===== config.mk =====
export PLATFORM = sky130hd
export DESIGN_NAME = speed_test_axil_master
export DESIGN_NICKNAME = d
export VERILOG_FILES = /design/src/rtl/tester_common.sv /design/src/rtl/speed_test_axil_master.sv
export SDC_FILE = /design/constraint.sdc
export NUM_CORES = 1
export LEC_CHECK = 0
export ABC_CLOCK_PERIOD_IN_PS = 5300
export BUFFER_PORTS_ARGS = -buffer_cell sky130_fd_sc_hd__clkbuf_2
export CORE_ASPECT_RATIO = 1.75
export CORE_MARGIN = 4
export CORE_UTILIZATION = 50
export DETAILED_ROUTE_END_ITERATION = 7
export PLACE_DENSITY = 0.85
export SYNTH_ARGS = -nofsm -noshare
export SYNTH_HDL_FRONTEND = slang
export SYNTH_SLANG_ARGS = --single-unit

===== constraint.sdc =====
create_clock -name clk -period 5.3 [get_ports clk]
set_input_delay 0.53 -clock clk [delete_from_list [all_inputs] [get_ports clk]]
set_output_delay 0.53 -clock clk [all_outputs]
set_load 0.02 [all_outputs]

===== src/rtl/tester_common.sv =====
// tester_common: shared types for the speed test AXI4-Lite initiator and its peers
package tester_common;
  typedef enum logic [1:0] {OKAY = 2'd0, EXOKAY = 2'd1, SLVERR = 2'd2, DECERR = 2'd3} axil_resp_t;
  typedef enum logic [2:0] {IDLE, WR_REQ, WR_RESP, RD_REQ, RD_RESP, RESP, DEAD} mst_state_e;
endpackage


===== src/rtl/speed_test_axil_master.sv =====
// speed_test_axil_master: single-outstanding AXI4-Lite initiator with per-transaction timeout
module speed_test_axil_master
  import tester_common::*;
#(
  parameter int ADDR_WIDTH     = 9,
  parameter int DATA_WIDTH     = 32,
  parameter int TIMEOUT_CYCLES = 1024
) (
  input  logic                    clk,
  input  logic                    rst,
  input  logic                    cmd_valid,
  output logic                    cmd_ready,
  input  logic                    cmd_write,
  input  logic [ADDR_WIDTH-1:0]   cmd_addr,
  input  logic [DATA_WIDTH-1:0]   cmd_wdata,
  input  logic [DATA_WIDTH/8-1:0] cmd_wstrb,
  output logic                    rsp_valid,
  input  logic                    rsp_ready,
  output logic [DATA_WIDTH-1:0]   rsp_rdata,
  output logic [1:0]              rsp_resp,
  output logic                    rsp_timeout,
  output logic [ADDR_WIDTH-1:0]   M_AXI_AWADDR,
  output logic [2:0]              M_AXI_AWPROT,
  output logic                    M_AXI_AWVALID,
  input  logic                    M_AXI_AWREADY,
  output logic [DATA_WIDTH-1:0]   M_AXI_WDATA,
  output logic [DATA_WIDTH/8-1:0] M_AXI_WSTRB,
  output logic                    M_AXI_WVALID,
  input  logic                    M_AXI_WREADY,
  input  logic [1:0]              M_AXI_BRESP,
  input  logic                    M_AXI_BVALID,
  output logic                    M_AXI_BREADY,
  output logic [ADDR_WIDTH-1:0]   M_AXI_ARADDR,
  output logic [2:0]              M_AXI_ARPROT,
  output logic                    M_AXI_ARVALID,
  input  logic                    M_AXI_ARREADY,
  input  logic [DATA_WIDTH-1:0]   M_AXI_RDATA,
  input  logic [1:0]              M_AXI_RRESP,
  input  logic                    M_AXI_RVALID,
  output logic                    M_AXI_RREADY
);
  localparam int CW = $clog2(TIMEOUT_CYCLES + 1);
  mst_state_e state_q, state_d;
  logic [CW-1:0] cnt_q, cnt_d;
  logic awv_q, awv_d, wv_q, wv_d, arv_q, arv_d;
  logic [ADDR_WIDTH-1:0] awaddr_q, awaddr_d, araddr_q, araddr_d;
  logic [DATA_WIDTH-1:0] wdata_q, wdata_d, rdata_q, rdata_d;
  logic [DATA_WIDTH/8-1:0] wstrb_q, wstrb_d;
  logic rvld_q, rvld_d, tmo_q, tmo_d;
  logic [1:0] resp_q, resp_d;
  logic aw_hs, w_hs, b_hs, ar_hs, r_hs, aw_done, w_done, expired;
  assign cmd_ready     = state_q == IDLE;
  assign M_AXI_BREADY  = state_q == WR_REQ || state_q == WR_RESP;
  assign M_AXI_RREADY  = state_q == RD_REQ || state_q == RD_RESP;
  assign M_AXI_AWPROT  = '0;
  assign M_AXI_ARPROT  = '0;
  assign M_AXI_AWVALID = awv_q;
  assign M_AXI_WVALID  = wv_q;
  assign M_AXI_ARVALID = arv_q;
  assign M_AXI_AWADDR  = awaddr_q;
  assign M_AXI_ARADDR  = araddr_q;
  assign M_AXI_WDATA   = wdata_q;
  assign M_AXI_WSTRB   = wstrb_q;
  assign rsp_valid     = rvld_q;
  assign rsp_rdata     = rdata_q;
  assign rsp_resp      = resp_q;
  assign rsp_timeout   = tmo_q;
  assign aw_hs   = awv_q && M_AXI_AWREADY;
  assign w_hs    = wv_q && M_AXI_WREADY;
  assign ar_hs   = arv_q && M_AXI_ARREADY;
  assign b_hs    = M_AXI_BVALID && M_AXI_BREADY;
  assign r_hs    = M_AXI_RVALID && M_AXI_RREADY;
  assign aw_done = !awv_q || aw_hs;
  assign w_done  = !wv_q || w_hs;
  assign expired = cnt_q == CW'(TIMEOUT_CYCLES - 1);
  always_comb begin
    state_d  = state_q;
    cnt_d    = cnt_q;
    awv_d    = awv_q && !aw_hs;
    wv_d     = wv_q && !w_hs;
    arv_d    = arv_q && !ar_hs;
    awaddr_d = awaddr_q;
    araddr_d = araddr_q;
    wdata_d  = wdata_q;
    wstrb_d  = wstrb_q;
    rvld_d   = rvld_q;
    rdata_d  = rdata_q;
    resp_d   = resp_q;
    tmo_d    = tmo_q;
    case (state_q)
      IDLE: if (cmd_valid) begin
        state_d  = cmd_write ? WR_REQ : RD_REQ;
        cnt_d    = '0;
        awv_d    = cmd_write;
        wv_d     = cmd_write;
        arv_d    = !cmd_write;
        awaddr_d = cmd_addr;
        araddr_d = cmd_addr;
        wdata_d  = cmd_wdata;
        wstrb_d  = cmd_wstrb;
      end
      WR_REQ, WR_RESP, RD_REQ, RD_RESP: begin
        cnt_d = cnt_q + CW'(1);
        // a B/R handshake on the expiry cycle still reports the real response
        if (b_hs || r_hs || expired) begin
          state_d = RESP;
          awv_d   = 1'b0;
          wv_d    = 1'b0;
          arv_d   = 1'b0;
          rvld_d  = 1'b1;
          tmo_d   = !(b_hs || r_hs);
          rdata_d = r_hs ? M_AXI_RDATA : '0;
          resp_d  = r_hs ? M_AXI_RRESP : b_hs ? M_AXI_BRESP : SLVERR;
        end else if (state_q == WR_REQ && aw_done && w_done) state_d = WR_RESP;
        else if (state_q == RD_REQ && ar_hs) state_d = RD_RESP;
      end
      RESP: if (rsp_ready) begin
        rvld_d  = 1'b0;
        state_d = tmo_q ? DEAD : IDLE;
      end
      default: ;
    endcase
  end
  always_ff @(posedge clk or posedge rst) begin
    if (rst) begin
      state_q  <= IDLE;
      cnt_q    <= '0;
      awv_q    <= 1'b0;
      wv_q     <= 1'b0;
      arv_q    <= 1'b0;
      awaddr_q <= '0;
      araddr_q <= '0;
      wdata_q  <= '0;
      wstrb_q  <= '0;
      rvld_q   <= 1'b0;
      rdata_q  <= '0;
      resp_q   <= '0;
      tmo_q    <= 1'b0;
    end else begin
      state_q  <= state_d;
      cnt_q    <= cnt_d;
      awv_q    <= awv_d;
      wv_q     <= wv_d;
      arv_q    <= arv_d;
      awaddr_q <= awaddr_d;
      araddr_q <= araddr_d;
      wdata_q  <= wdata_d;
      wstrb_q  <= wstrb_d;
      rvld_q   <= rvld_d;
      rdata_q  <= rdata_d;
      resp_q   <= resp_d;
      tmo_q    <= tmo_d;
    end
  end
endmodule


==> summary.txt <==
Floorplan
  – Die area: 10,000 um^2
  – Initial Utilization: 0.510
  – Die Ht: about 130 um
  – Row cnt: between 40 and 50
  – I/O Pins: 193
  – Chip width: approximately 77 um
  – CORE AREA: 8260 um^2

Setup path
  – Max FO, Critical Path: 34
  – Kind of cell adding the most delay to the critical path: simple AND/OR/NAND/NOR gates
  – WS Path Type: reg2reg
  – Worst path slowest cell: and2_1
  – WP buf/inv: 0
  – Critical Path Source Type: flip-flop
  – CP cell instances: mux2i_1 -> and2_1 -> mux2i_1 -> a21oi_1
  – Crit-path max cell delay: roughly 0.96 ns
  – Critical path endpoint category: flip-flop
  – Crit path required time: 5.51 ns
  – Worst path arrival time: 2.87 ns
  – CP dominant cell by count: mux2i_1

GRT
  – Largest net degree at the start of global routing: 55
  – Vias in the first global route: 3,437
  – Total track usage: 0.213
  – Initial antenna violation count: 0
  – First-pass GRT wire length: 16,800 um
  – Total congestion overflow: 0

Synthesis
  – Post-synthesis mux area share: 0.0154
  – XOR/XNOR share of the synthesized area: 0.0187
  – Synth Cell Area: 4210 um^2
  – Post-synth cell types: between 40 and 50
  – Mapped Cells: 423
  – Main combinational cell family by area after synthesis: simple AND/OR/NAND/NOR gates
  – Top_reg_cell synth: dfrtp_1
  – #FFs+latches synth: 98
  – Synth Area in Adders: 0.00297
  – Sequential area share after synthesis: 0.582
  – Syn Area/Cell: 9.96 um^2
  – Complex-gate fraction of the synthesized area: 0.117
  – Ys async rst share: 1.00
  – Ys Warns: 0
  – Simple-gate share of the synthesized area: 0.202
  – Post-synth EDFFs: 0

Timing
  – Setup Skew: 0.00731 ns
  – Tmin final: 2.66 ns
  – Max Transition Viols Final: 0
  – Worst Slack Setup Final: 2.64 ns
  – Final setup vio count: 0
  – Top achievable clock speed: 0.376 GHz
  – Fin Setup TNS: 0 ns
  – Final hold vios: 0
  – Worst-Margin Slew: around 1.2 ns
  – Relative slew slack: 0.205
  – Period utilization: 0.501
  – RSZ-0062 raised after global routing: false

Clocking
  – H-tree levels: 3
  – Clock buffer depth: 2
  – Number of CTS-inserted buffers: 9
  – CTS root buf: clkbuf_16
  – Worst-skew pair later-pin latency: 0.34 ns
  – CTS tree: built
  – Clock-pin slew on the worst setup and hold paths: about 0.060 ns
  – Cts repair resizes: 0
  – Clock sink count: 98
  – Post-CTS Setup Bufs: 0
  – Hold-fix buffers, CTS: 0

Detailed routing
  – Routed WL per cell: 15.6 um
  – Drt via density: 5.28
  – Initial DRC count: between 200 and 250
  – First-pass DRT Iterations: 4
  – Antenna viol nets, final: 0
  – Via count: 3,613
  – Final wirelength: between 10,000 and 15,000 um
  – Residual DRC: 0

Layout
  – Flip-flop and latch area: 2450 um^2
  – Synth-to-layout area growth: 28.1%
  – Ant diodes: 0
  – Most frequent cells in the layout: 186 x clkbuf_2, 152 x nand2_1, 98 x dfrtp_1
  – Share of layout cells above drive strength 1: 0.365
  – Footprint of the multi-input gates: 1540 um^2
  – Filler instances: 654
  – Final net count: between 600 and 700
  – Most common cell after layout, fill and taps aside: clkbuf_2

Place
  – Dpl ws: around 2.6 ns
  – Port Buf Inserts: 186
  – RD Place Congestion: 0.822
  – Detailed placement HPWL: 7860 um

Power and ir drop
  – PwrDens: 681 nW/um^2
  – Pleak: a little under 3 nW
  – Max rail drop VDD: approximately 0.00027 V

Hold path
  – Hold Crit Class: in2async

Status
  – Status: complete, no violations

Run
  – Max capacitance violation total: 0
per-layer routing:
layer | track usage | part of all wire
met5 | 0 | 0
met1 | 0.253 | 0.38
met4 | 0.118 | 0.043
met2 | 0.364 | 0.53
met3 | 0.0396 | 0.053
logic make-up (layout without fill, tap and decap cells):
group           Yosys count  in the layout
mux                       6              6
fa+ha+maj                 1              1
other cells               1              6
flops                    98             98
simple gates            199            199
compound gates           64             64
buf+inv                  45            209
xor+xnor                  9              9
synth_stat cells, types with 2 or more instances:
cell type  count  area (um^2)
buf_4         15          113
nor2_1        15         56.3
xnor2_1        5         43.8
dfrtp_1       98         2450
clkbuf_1       6         22.5
nand3_1        6         30.0
nand4bb_1      2         22.5
a31oi_1        3         18.8
xor2_1         4         35.0
a21oi_1       10         50.1
mux2i_1        5         50.1
o21ai_0        5         25.0
nor2b_1        4         25.0
buf_2         17         85.1
nor4_2         4         50.1
a211oi_1       2         15.0
nor3_1         4         20.0
and2_1         2         12.5
nand2_1      152          571
nand2b_1       4         25.0
inv_1          4         15.0
and3_1         2         12.5
o21a_1         2         15.0
a22o_1        32          280
cell type report:
cell class	count	area share
sequential	98	0.454
multi-input combinational	285	0.284
timing repair buffer	188	0.175
clock buffer	9	0.0417
tap	92	0.0213
clock inverter	7	0.0188
inverter	5	0.00394
where the power goes:
| group | internal [W] | switching [W] |
|---|---|---|
| clock | 0.000416 | 0.000278 |
| combinational | 0.000613 | 0.00103 |
| sequential | 0.00108 | 0.000257 |
| total | 0.00211 | 0.00157 |
flip-flops by register name, indices dropped and copies added (netlist names), 2 cells and up:
name,count
rsp_resp,2
rsp_rdata,32
M_AXI_WDATA,32
cnt_q,11
M_AXI_ARADDR,9
state_q,3
M_AXI_WSTRB,4
final timing paths:
check,from,to,slack [ns],cells past startpoint
min in group clk,cmd_addr[0],M_AXI_ARADDR[0]$_DFFE_PP0P_,0.38,3
max in group asynchronous,rst,rsp_rdata[28]$_DFFE_PP0P_,4.00,3
worst max register to register,state_q[2]$_DFFE_PP0P_,rsp_resp[1]$_DFFE_PP0P_,2.64,4
worst max-delay path,state_q[2]$_DFFE_PP0P_,rsp_resp[1]$_DFFE_PP0P_,2.64,4
worst min register to register,M_AXI_WDATA[30]$_DFFE_PP0P_,M_AXI_WDATA[30]$_DFFE_PP0P_,0.48,2
worst min-delay path,rst,M_AXI_WDATA[28]$_DFFE_PP0P_,0.24,2
stage by stage:
step	instance area (um^2)	std cells	power (W)	utilization	hold WS (ns)
after global routing	5400	684	0.00392	0.653	0.278
after floorplan	4230	428	0.00250	-	0.505
after global placement	5070	668	0.00295	0.614	0.458
after CTS	5400	684	0.00371	0.653	0.246
final	5400	684	0.00368	0.653	0.238
after detailed placement	5070	668	0.00300	0.614	0.463
Note: power is estimated with default switching activity, not from simulation.
